==> src/rtl/regfile_writer_pkg.sv <==
// rtl/regfile_writer_pkg.sv - shared constants, state enum and regs_out slicing helper
package regfile_writer_pkg;

  localparam int REG_ADDR_W = 5;
  localparam int REG_W      = 32;
  localparam int NUM_REGS   = 32;

  // SCRUB zeroes the file one register per cycle; READY accepts writes.
  typedef enum logic {
    SCRUB = 1'b0,
    READY = 1'b1
  } state_e;

  typedef logic [NUM_REGS*REG_W-1:0] regs_flat_t;
  typedef logic [REG_W-1:0]          reg_word_t;
  typedef logic [REG_ADDR_W-1:0]     reg_addr_t;

  // Pulls register idx out of the flat regs_out bus (word i at [i*REG_W +: REG_W]).
  function automatic reg_word_t regs_word(input regs_flat_t flat, input reg_addr_t idx);
    return flat[int'(idx)*REG_W +: REG_W];
  endfunction

  // Places one word into a flat bus image; the read side builds test images with it.
  function automatic regs_flat_t regs_put(input regs_flat_t flat, input reg_addr_t idx,
                                          input reg_word_t word);
    regs_flat_t res;
    res = flat;
    res[int'(idx)*REG_W +: REG_W] = word;
    return res;
  endfunction

endpackage

==> src/rtl/regfile_writer_if.sv <==
// rtl/regfile_writer_if.sv - write-port handshake bundle for the register file
interface regfile_writer_if
  import regfile_writer_pkg::*;
#(
  parameter int WIDTH = REG_W
) ();

  logic             wr_valid;
  logic             wr_ready;
  logic [REG_ADDR_W-1:0] wr_addr;
  logic [WIDTH-1:0] wr_data;

  // Requester drives the write; the register file answers with wr_ready.
  modport master (
    output wr_valid,
    output wr_addr,
    output wr_data,
    input  wr_ready
  );

  modport slave (
    input  wr_valid,
    input  wr_addr,
    input  wr_data,
    output wr_ready
  );

endinterface

==> src/rtl/regfile_writer_decoder_32.sv <==
// rtl/regfile_writer_decoder_32.sv - 5-bit address to 32-bit one-hot enable decoder
module decoder_32
  import regfile_writer_pkg::*;
(
  input  logic [REG_ADDR_W-1:0] addr,
  input  logic                  en,
  output logic [NUM_REGS-1:0]   onehot
);

  // One-hot select of addr, all zero when not enabled.
  always_comb begin
    onehot = '0;
    if (en) begin
      onehot[addr] = 1'b1;
    end
  end

endmodule

==> src/rtl/regfile_writer.sv <==
// rtl/regfile_writer.sv - write side of the 32x32 register file with scrub state machine
module regfile_writer
  import regfile_writer_pkg::*;
#(
  parameter int NREGS = NUM_REGS,
  parameter int WIDTH = REG_W
) (
  input  logic                   clock,
  input  logic                   reset,
  regfile_writer_if.slave        wr_if,
  input  logic                   clear_req,
  output logic                   busy,
  output logic                   clear_done,
  output logic [NREGS*WIDTH-1:0] regs_out
);

  localparam logic [REG_ADDR_W-1:0] PTR_FIRST = REG_ADDR_W'(1);
  localparam logic [REG_ADDR_W-1:0] PTR_LAST  = REG_ADDR_W'(NREGS - 1);

  state_e                state_q, state_d;
  logic [REG_ADDR_W-1:0] ptr_q, ptr_d;
  logic                  clear_done_q, clear_done_d;

  logic                  wr_fire;
  logic                  scrub_en;
  logic [NUM_REGS-1:0]   wr_onehot;
  logic [NUM_REGS-1:0]   scrub_onehot;
  logic [NUM_REGS-1:0]   mem_we;
  logic [WIDTH-1:0]      mem_d;

  // Register 0 is hardwired to zero, so the array starts at index 1.
  logic [WIDTH-1:0]      mem_q [1:NREGS-1];

  logic                  unused_mem_we0;

  // Next-state logic: walk ptr through 1..31 while scrubbing, restart on clear_req in READY.
  always_comb begin
    state_d      = state_q;
    ptr_d        = ptr_q;
    clear_done_d = 1'b0;
    if (state_q == SCRUB) begin
      ptr_d = ptr_q + REG_ADDR_W'(1);
      if (ptr_q == PTR_LAST) begin
        state_d      = READY;
        clear_done_d = 1'b1;
      end
    end else begin
      if (clear_req) begin
        state_d = SCRUB;
        ptr_d   = PTR_FIRST;
      end
    end
  end

  // Control state register; reset restarts the scrub but leaves the storage alone.
  always_ff @(posedge clock) begin
    if (reset) begin
      state_q      <= SCRUB;
      ptr_q        <= PTR_FIRST;
      clear_done_q <= 1'b0;
    end else begin
      state_q      <= state_d;
      ptr_q        <= ptr_d;
      clear_done_q <= clear_done_d;
    end
  end

  assign busy           = (state_q == SCRUB);
  assign wr_if.wr_ready = (state_q == READY);
  assign clear_done     = clear_done_q;

  // A cycle with reset high drops any write or scrub step into the array.
  assign wr_fire  = wr_if.wr_valid && wr_if.wr_ready && !reset;
  assign scrub_en = busy && !reset;

  decoder_32 u_wr_dec (
    .addr   (wr_if.wr_addr),
    .en     (wr_fire),
    .onehot (wr_onehot)
  );

  decoder_32 u_scrub_dec (
    .addr   (ptr_q),
    .en     (scrub_en),
    .onehot (scrub_onehot)
  );

  // Merge the two enable sources; the two paths are exclusive by state, so data follows busy.
  always_comb begin
    mem_we = wr_onehot | scrub_onehot;
    mem_d  = '0;
    if (!busy) begin
      mem_d = WIDTH'(wr_if.wr_data);
    end
  end

  assign unused_mem_we0 = mem_we[0];

  // Storage array, no reset so it stays RAM-inferable.
  always_ff @(posedge clock) begin
    for (int i = 1; i < NREGS; i++) begin
      if (mem_we[i]) begin
        mem_q[i] <= mem_d;
      end
    end
  end

  // Flatten the file for the read-side muxes; word 0 is constant zero.
  always_comb begin
    regs_out = '0;
    for (int i = 1; i < NREGS; i++) begin
      regs_out[i*WIDTH +: WIDTH] = mem_q[i];
    end
  end

endmodule
==> src/flat_wrapper.sv <==
// flat-port wrapper written by rule: the top's interface ports become plain ports
module regfile_writer_flat import regfile_writer_pkg::*;
#(
  parameter int NREGS = NUM_REGS,
  parameter int WIDTH = REG_W
)
  (clock, reset, clear_req, busy, clear_done, regs_out, wr_if_wr_valid, wr_if_wr_addr, wr_if_wr_data, wr_if_wr_ready);
  regfile_writer_if #(.WIDTH(WIDTH)) wr_if_i ();
  input  logic clock;
  input  logic reset;
  input  logic clear_req;
  output logic busy;
  output logic clear_done;
  output logic [NREGS*WIDTH-1:0] regs_out;
  input wire logic [$bits(wr_if_i.wr_valid)-1:0] wr_if_wr_valid;
  input wire logic [$bits(wr_if_i.wr_addr)-1:0] wr_if_wr_addr;
  input wire logic [$bits(wr_if_i.wr_data)-1:0] wr_if_wr_data;
  output wire logic [$bits(wr_if_i.wr_ready)-1:0] wr_if_wr_ready;
  assign wr_if_i.wr_valid = wr_if_wr_valid;
  assign wr_if_i.wr_addr = wr_if_wr_addr;
  assign wr_if_i.wr_data = wr_if_wr_data;
  assign wr_if_wr_ready = wr_if_i.wr_ready;
  regfile_writer #(.NREGS(NREGS), .WIDTH(WIDTH)) u_core (.clock(clock), .reset(reset), .wr_if(wr_if_i), .clear_req(clear_req), .busy(busy), .clear_done(clear_done), .regs_out(regs_out));
endmodule
==> config.mk <==
export PLATFORM = sky130hd
export DESIGN_NAME = regfile_writer_flat
export DESIGN_NICKNAME = d
export VERILOG_FILES = /design/src/rtl/regfile_writer_pkg.sv /design/src/rtl/regfile_writer_if.sv /design/src/rtl/regfile_writer_decoder_32.sv /design/src/rtl/regfile_writer.sv /design/src/flat_wrapper.sv
export SDC_FILE = /design/constraint.sdc
export NUM_CORES = 1
export LEC_CHECK = 0
export CORE_AREA = 5 5 417 419
export DETAILED_ROUTE_END_ITERATION = 8
export DIE_AREA = 0 0 422 424
export PLACE_DENSITY = 0.48
export SYNTH_ARGS = -nofsm -noshare
export SYNTH_HDL_FRONTEND = slang
export SYNTH_HIERARCHICAL = 1
export SYNTH_SLANG_ARGS = --single-unit
==> constraint.sdc <==
create_clock -name clock -period 3.2 [get_ports clock]
set_clock_uncertainty 0.1 [all_clocks]
set_input_delay 0.64 -clock clock [delete_from_list [all_inputs] [get_ports clock]]
set_output_delay 0.64 -clock clock [all_outputs]
set_load 0.02 [all_outputs]
# Word level (Yosys, flattened, before mapping)
# Memories as Yosys holds them, arrays and structs flattened.
# Cells that the tools add are included.
# totals
ff_bits	7
ramBits	992
in_bits	41
out_inout_bits	1027
elab_cells	214
mem_count	1
# memory_table
name	depth	width	read_ports	rd_ports_with_merged_regs	write_ports	line_no	source
u_core.mem_q	31	32	31	0	1	regfile_writer.sv:32	logic [WIDTH-1:0] mem_q [1:NREGS-1];
# op_classes
addsub	1
n_lt_le_gt_ge	4
n_eq_ne	2
mux	164
n_bitwise	2
n_reduce_logical	37
# ops
cell	n
$mux 32	33
$reduce_or 32->1	30
$mux 5	32
$mux 1	97
$or 32x32->32	1
$lt 5x6->1 const B	2
$demux 1 s5	2
$ge 5x1->1 const B	2
$add 5x1->5 const B	1
$eq 5x5->1 const B	1
$logic_and 1x1->1	5
$ne 2x2->1 const B	1
$reduce_or 2->1	1
$logic_not 1->1	1
$not 1->1	1

# Logic depth before layout (Yosys ltp)
# Gate-level depths: netlist (run 1).
# logic_depth
depth_word	39
depth_mapped	6
depth_no_buf	5

# Cells and area by module
# Netlist (run 1), hierarchy kept.
# by_module_without_submodules
mod	instances	cells_per_inst	area_per_inst_um2	seq_area_each_um2
regfile_writer	1	1130	30769.5	29928.7
decoder_32	2	47	230.2	0.0

# Least setup slack after synthesis (run 1)
# OpenSTA, ideal clock, no wires.
# synth_timing
kind	reg2reg
startpoint	register u_core.state_q (netlist: u_core/wr_if.wr_ready)
endpoint	register, netlist name u_core/mem_q[0][0]
setup_time_ps	375
arrival_ps	2192
t_required_ps	2725
slack_ps	533
stages_incl_launch_ff	7
n_path_buf	1
synth_period_minus_slack_ps	2667
cell_sequence	dfxtp_1 -> clkbuf_1 -> nand2_1 -> nor2_1 -> or4b_1 -> nor2_1 -> or2_2
# synth_lines
item	line_no	source
from (decl)	regfile_writer.sv:20	state_e state_q, state_d;
from (signal assigned)	regfile_writer.sv:62	state_q <= state_d;

# Final worst setup path (run 1)
# layout_timing
startpoint	register u_core.state_q (netlist: u_core/wr_if.wr_ready)
endpoint	output port wr_if_wr_ready
# layout_lines
item	line_no	source
to (decl)	flat_wrapper.sv:18	output wire logic [$bits(wr_if_i.wr_ready)-1:0] wr_if_wr_ready;
# No word-level cell between the ends.

==> results of run 1 <==
## state kept, by name, summed over array words and instances, names as in the netlist
register,count
u_core/clear_done,1
u_core/mem_q,992
u_core/ptr_q,5
u_core/wr_if.wr_ready,1
## worst reg2reg max path: cells and delay by family (launching register included)
kind,cells,cell delay (ns)
buf+inv,2,0.46
flops,1,0.58
simple gates,5,0.92
## layout by cell type, fill, tap and decap left out, drive strengths merged
cell type,instances
a21oi,4
a2bb2oi,1
a31oi,1
and2,33
and2b,1
and3,1
buf,76
bufinv,4
clkbuf,130
clkdlybuf4s50,1035
clkinv,42
clkinvlp,6
conb,32
dfxtp,7
diode,11
edfxtp,992
ha,2
inv,15
mux2i,1
nand2,6
nand2b,6
nand3b,1
nand4,3
nand4b,6
nand4bb,6
nor2,69
o21ai,2
or2,33
or4b,2
## power by group through the flow
stage          clock network (mW)  registers [mW]  logic [mW]
2_1_floorplan                   0            14.6       0.136
3_3_place_gp                    0            14.6       0.456
3_5_place_dp                    0            14.6       0.459
4_1_cts                      12.3            14.3       0.460
5_1_grt                      12.9            14.3       0.469
6_report                     12.0            14.3       0.450
## area by class of cell
type                            count  area, um^2  share of cell area [%]
Antenna cell                       11        27.5                  0.0562
Multi-Input combinational cell    210        1160                    2.36
Sequential cell                   999       29900                    61.1
Clock buffer                      130        2790                    5.68
Tap cell                         2233        2790                    5.70
Inverter                            1        3.75                 0.00766
Timing Repair Buffer             1111       11700                    24.0
Clock inverter                     66         548                    1.12
## metrics by stage
stage / util, % / total power, mW / setup WS [ns]
4_1_cts: 28.8 / 27.1 / 0.0599
2_1_floorplan: - / 14.8 / 0.560
5_1_grt: 28.8 / 27.6 / 0.0269
3_5_place_dp: 26.8 / 15.0 / 0.181
6_report: 28.8 / 26.7 / 0.189
3_3_place_gp: 26.8 / 15.0 / 0.137
## per-layer routing
layer,vias up,share of wire (%),global-route usage (%)
li1,7213,-,-
met1,9194,37,18.0
met2,1028,52,28.0
met3,187,8.0,3.94
met4,6,3.2,5.54
met5,-,0.023,0
## what timing repair did
item / CTS / global route
gates resized for setup: 1 / 0
setup buffers: 0 / 0
hold endpoints to repair: 0 / 0
hold buffers: 0 / 0
setup endpoints to repair: 1 / 0
## final timing paths
path / from / endpoint / slack, ns
worst max-delay path: u_core/wr_if.wr_ready / wr_if_wr_ready / 0.19
worst min-delay path: u_core/ptr_q[0] / u_core/ptr_q[3] / 0.53
worst max register to register: u_core/wr_if.wr_ready / u_core/mem_q[0][579] / 0.80
worst min register to register: u_core/ptr_q[0] / u_core/ptr_q[3] / 0.53
==> qor.csv, run 1 <==
stage;metric;value;unit
floorplan;die width;422;um
yosys;Syn Inst Count;1222;
layout;area delta synth->final;56.9;%
power;clock power share;44.8;%
outcome;status;finished, final reports clean;
floorplan;num rows;152;
sta;Slew headroom;47.6;%
cts;depth of the CTS H-tree;3;
critical_path;Top delay family on crit path;buffers and inverters;
grt;largest net degree at the start of global routing;33;
place;routability cong.;0.749;
critical_path;Crit path required time;2.46;ns
cts;clk sink count;999;
critical_path;Critical Path AT;2.27;ns
cts;Clock Tree Root;clkbuf_16;
power;pwr dens;546;nW/um^2
worst_hold_path;Hold WC Path Type;register to register;
route;TritonRoute pass-1 iters;5;
critical_path;CP Buf/Inv Count;2;
layout;Nets;2473;
route;Vias/cell;3.70;
route;final WL;146000;um
grt;initial antenna violation count;37;
power;Net Sw Frac;21.4;%
sta;Final Hold Viols;0;
route;# DRC;0;
yosys;Avg Inst Size Synth;25.6;um^2
place;port bufs;1035;
power;share of power burned in registers;53.5;%
yosys;Synth Cell Area;31200;um^2
power;Worst VDD drop;0.470;mV
floorplan;die height;424;um
layout;Final Non-Filler Cells;4761;
worst_hold_path;WHS Path Cells;2;
critical_path;CP Cell Sequence;buf_6 -> clkdlybuf4s50_1;
layout;fill cell count;16800;
place;post-DP HPWL;100000;um
critical_path;FF-to-FF path depth;7;
critical_path;crit-path max cell delay;0.66;ns
cts;TritonCTS clock tree;built;
cts;Max Root-Sink Buffers;3;
floorplan;Ports;1068;
power;internal power;21.0;mW
floorplan;core area;170000;um^2
place;# placed instances;4554;
sta;total negative slack;0;ns
power;combinational power share;1.7;%
route;wire per inst;30.7;um
sta;f_max;0.332;GHz
floorplan;die area;179000;um^2
sta;Tcrit/Tclk final;94.1;%
flow_run;Max-Cap Viols;0;
cts;CTS Buf Count;107;
cts;Reg clk slew, reported paths;0.06;ns
power;LEAKAGE;16.1;nW
route;vias;17600;
critical_path;Critical Path Source Type;register;
sta;RSZ-0062 raised after global routing;false;
sta;final setup vio count;0;
grt;vias in the first global route;17400;
cts;Worst-Skew Late Latency;0.72;ns
place;Placement Cell Area;45600;um^2
route;Starting DRT DRC Count;2003;
layout;Finished Cell Area;49000;um^2
grt;first-pass GRT wire length;183000;um
route;remaining antenna violation count after routing;0;
sta;fin crit period;3.01;ns
grt;total grt overflow;0;
layout;proportion of layout cells with a drive suffix above 1;11.6;%
grt;overall routing resource usage;15.6;%
critical_path;CP Class;register to primary output;
sta;pin slew with the least headroom to its limit;0.786;ns
yosys;YS warnings;6;
critical_path;worst-path fanout max;26;
sta;hold_ws;0.529;ns
power;net switching power;5.72;mW
sta;Slew Limit Fails;0;
critical_path;Slowest-stage cell, CP;clkdlybuf4s50_1;
critical_path;Crit path depth;2;
critical_path;Setup crit end kind;primary output;
floorplan;Initial Utilization;18.3;%
Power figures use the tool's default switching activity.
==> run 2: changes to the inputs <==
--- a/config.mk
+++ b/config.mk
@@ -9,6 +9,7 @@
 export DETAILED_ROUTE_END_ITERATION = 8
 export DIE_AREA = 0 0 422 424
 export PLACE_DENSITY = 0.48
+export SETUP_SLACK_MARGIN = 0.05
 export SYNTH_ARGS = -nofsm -noshare
 export SYNTH_HDL_FRONTEND = slang
 export SYNTH_HIERARCHICAL = 1
==> qor.csv, run 2 (synthesis gave the netlist of run 1 again) <==
stage;metric;value;unit;change
outcome;status;finished, final reports clean;;
power;Worst VDD drop;0.470;mV;+0.19%
layout;area used by multi-input combinational logic;1160;um^2;unchanged
grt;first-pass GRT wire length;183000;um;unchanged
cts;setup bufs post-CTS;0;;unchanged
route;remaining antenna violation count after routing;0;;unchanged
floorplan;num rows;152;;unchanged
layout;fill cell count;16800;;-0.030%
critical_path;Crit path required time;2.46;ns;about the same
floorplan;Initial Utilization;18.3;%;unchanged
sta;Slew headroom;47.4;%;-0.18 points
cts;TritonCTS clock tree;built;;
critical_path;CP Cell Sequence;buf_6 -> clkdlybuf4s50_1;;
route;Starting DRT DRC Count;1937;;-3.3%
cts;Worst-Skew Late Latency;0.72;ns;about the same
sta;fin crit period;2.88;ns;-0.127 ns
worst_hold_path;Hold WC Path Type;register to register;;
floorplan;Ports;1068;;unchanged
sta;final setup vio count;0;;unchanged
sta;hold_ws;0.532;ns;+0.00319 ns
route;# DRC;0;;unchanged
sta;Slew Limit Fails;0;;unchanged
floorplan;die height;424;um;unchanged
cts;Max Root-Sink Buffers;3;;unchanged
critical_path;r2r setup slk;0.92;ns;+0.12 ns
cts;Clock Tree Root;clkbuf_16;;
route;TritonRoute pass-1 iters;5;;unchanged
critical_path;Critical Path Source Type;register;;
layout;max reg flops;992;;unchanged
grt;total grt overflow;0;;unchanged
grt;vias in the first global route;17400;;unchanged
layout;Final Non-Filler Cells;4764;;+0.063%
critical_path;Critical Path AT;2.14;ns;-0.13 ns
route;vias;17500;;-0.49%
sta;Tcrit/Tclk final;90.1;%;-4.0 points
route;wire per inst;30.7;um;about the same
layout;Post-Route Utilization;28.8;%;about the same
grt;largest net degree at the start of global routing;33;;unchanged
sta;total negative slack;0;ns;unchanged
critical_path;Setup crit end kind;primary output;;
grt;initial antenna violation count;37;;unchanged
route;Vias/cell;3.68;;-0.55%
layout;top flop regs;u_core/mem_q x992, u_core/ptr_q x5;;
layout;area delta synth->final;56.9;%;about the same
sta;RSZ-0062 raised after global routing;false;;
place;routability cong.;0.749;;unchanged
layout;largest reg by FF count;u_core/mem_q;;
sta;Final Hold Viols;0;;unchanged
floorplan;core area;170000;um^2;unchanged
layout;most common cell after layout, fill and taps aside;clkdlybuf4s50_1;;
cts;CTS Buf Count;107;;unchanged
cts;clk sink count;999;;unchanged
cts;CTS Hold Buffers Added;0;;unchanged
critical_path;crit-path max cell delay;0.66;ns;about the same
critical_path;CP Class;register to primary output;;
layout;proportion of layout cells with a drive suffix above 1;11.6;%;unchanged
route;final WL;146000;um;+0.15%
floorplan;die width;422;um;unchanged
layout;Nets;2473;;unchanged
critical_path;Slowest-stage cell, CP;clkdlybuf4s50_1;;
sta;pin slew with the least headroom to its limit;0.789;ns;+0.00270 ns
cts;Reg clk slew, reported paths;0.06;ns;about the same
floorplan;die area;179000;um^2;unchanged
power;LEAKAGE;16.1;nW;about the same
layout;Register Area;29900;um^2;about the same
critical_path;worst-path fanout max;26;;unchanged
place;post-DP HPWL;100000;um;unchanged
layout;commonest non-fill, non-tap cells in the layout;clkdlybuf4s50_1 (1,035), edfxtp_1 (992), clkbuf_16 (108), nor2_1 (69), buf_12 (65);;
cts;depth of the CTS H-tree;3;;unchanged
place;# placed instances;4554;;unchanged
flow_run;Max-Cap Viols;0;;unchanged
place;port bufs;1035;;unchanged
power;pwr dens;546;nW/um^2;about the same
sta;f_max;0.347;GHz;+4.4%
grt;overall routing resource usage;15.6;%;unchanged
## run 2: worst max-delay path: cells and delay by family (launching register included)
family,cells,cell delay [ns]
buffers and inverters,2,0.92
flip-flops,1,0.48
## run 2: cell type report
type / count / share of cell area [%]
repair buffers: 1111 / 24.0
clock inverters: 66 / 1.12
multi-input cells: 210 / 2.36
flip-flops and latches: 999 / 61.1
clock buffers: 130 / 5.68
inverters: 1 / 0.00766
diodes: 14 / 0.0715
well taps: 2233 / 5.70
## run 2: timing repair
item / CTS / global route
gates cloned: 0 / 0
pin swaps: 0 / 0
gates resized for setup: 1 / 1
setup endpoints to repair: 1 / 1
## run 2: path summary, 6_finish.rpt
kind | startpoint | end | depth (start not counted)
max | u_core/wr_if.wr_ready | wr_if_wr_ready | 2
min | u_core/ptr_q[0] | u_core/ptr_q[0] | 2
max reg2reg | u_core/wr_if.wr_ready | u_core/mem_q[0][579] | 7
min reg2reg | u_core/ptr_q[0] | u_core/ptr_q[0] | 2
## run 2: power breakdown
part           internal, mW  switching, mW
Clock                  6.58           5.41
Combinational         0.179          0.271
Sequential             14.3         0.0372
## run 2: stage by stage
step	total power, mW	cell area, um^2	worst slack, ns
4_1_cts	27.1	49000	0.0599
3_5_place_dp	15.0	45600	0.181
3_3_place_gp	15.0	45600	0.137
6_report	26.7	49000	0.316
2_1_floorplan	14.8	31300	0.560
5_1_grt	27.6	49000	0.162
## run 2: routing by layer
layer / global-route usage [%] / wire length, um / vias to the layer above
li1: - / - / 7215
met3: 3.94 / 12700 / 185
met1: 18.0 / 52700 / 9110
met2: 28.0 / 76300 / 1026
met4: 5.54 / 4660 / 6
met5: 0 / 34 / -
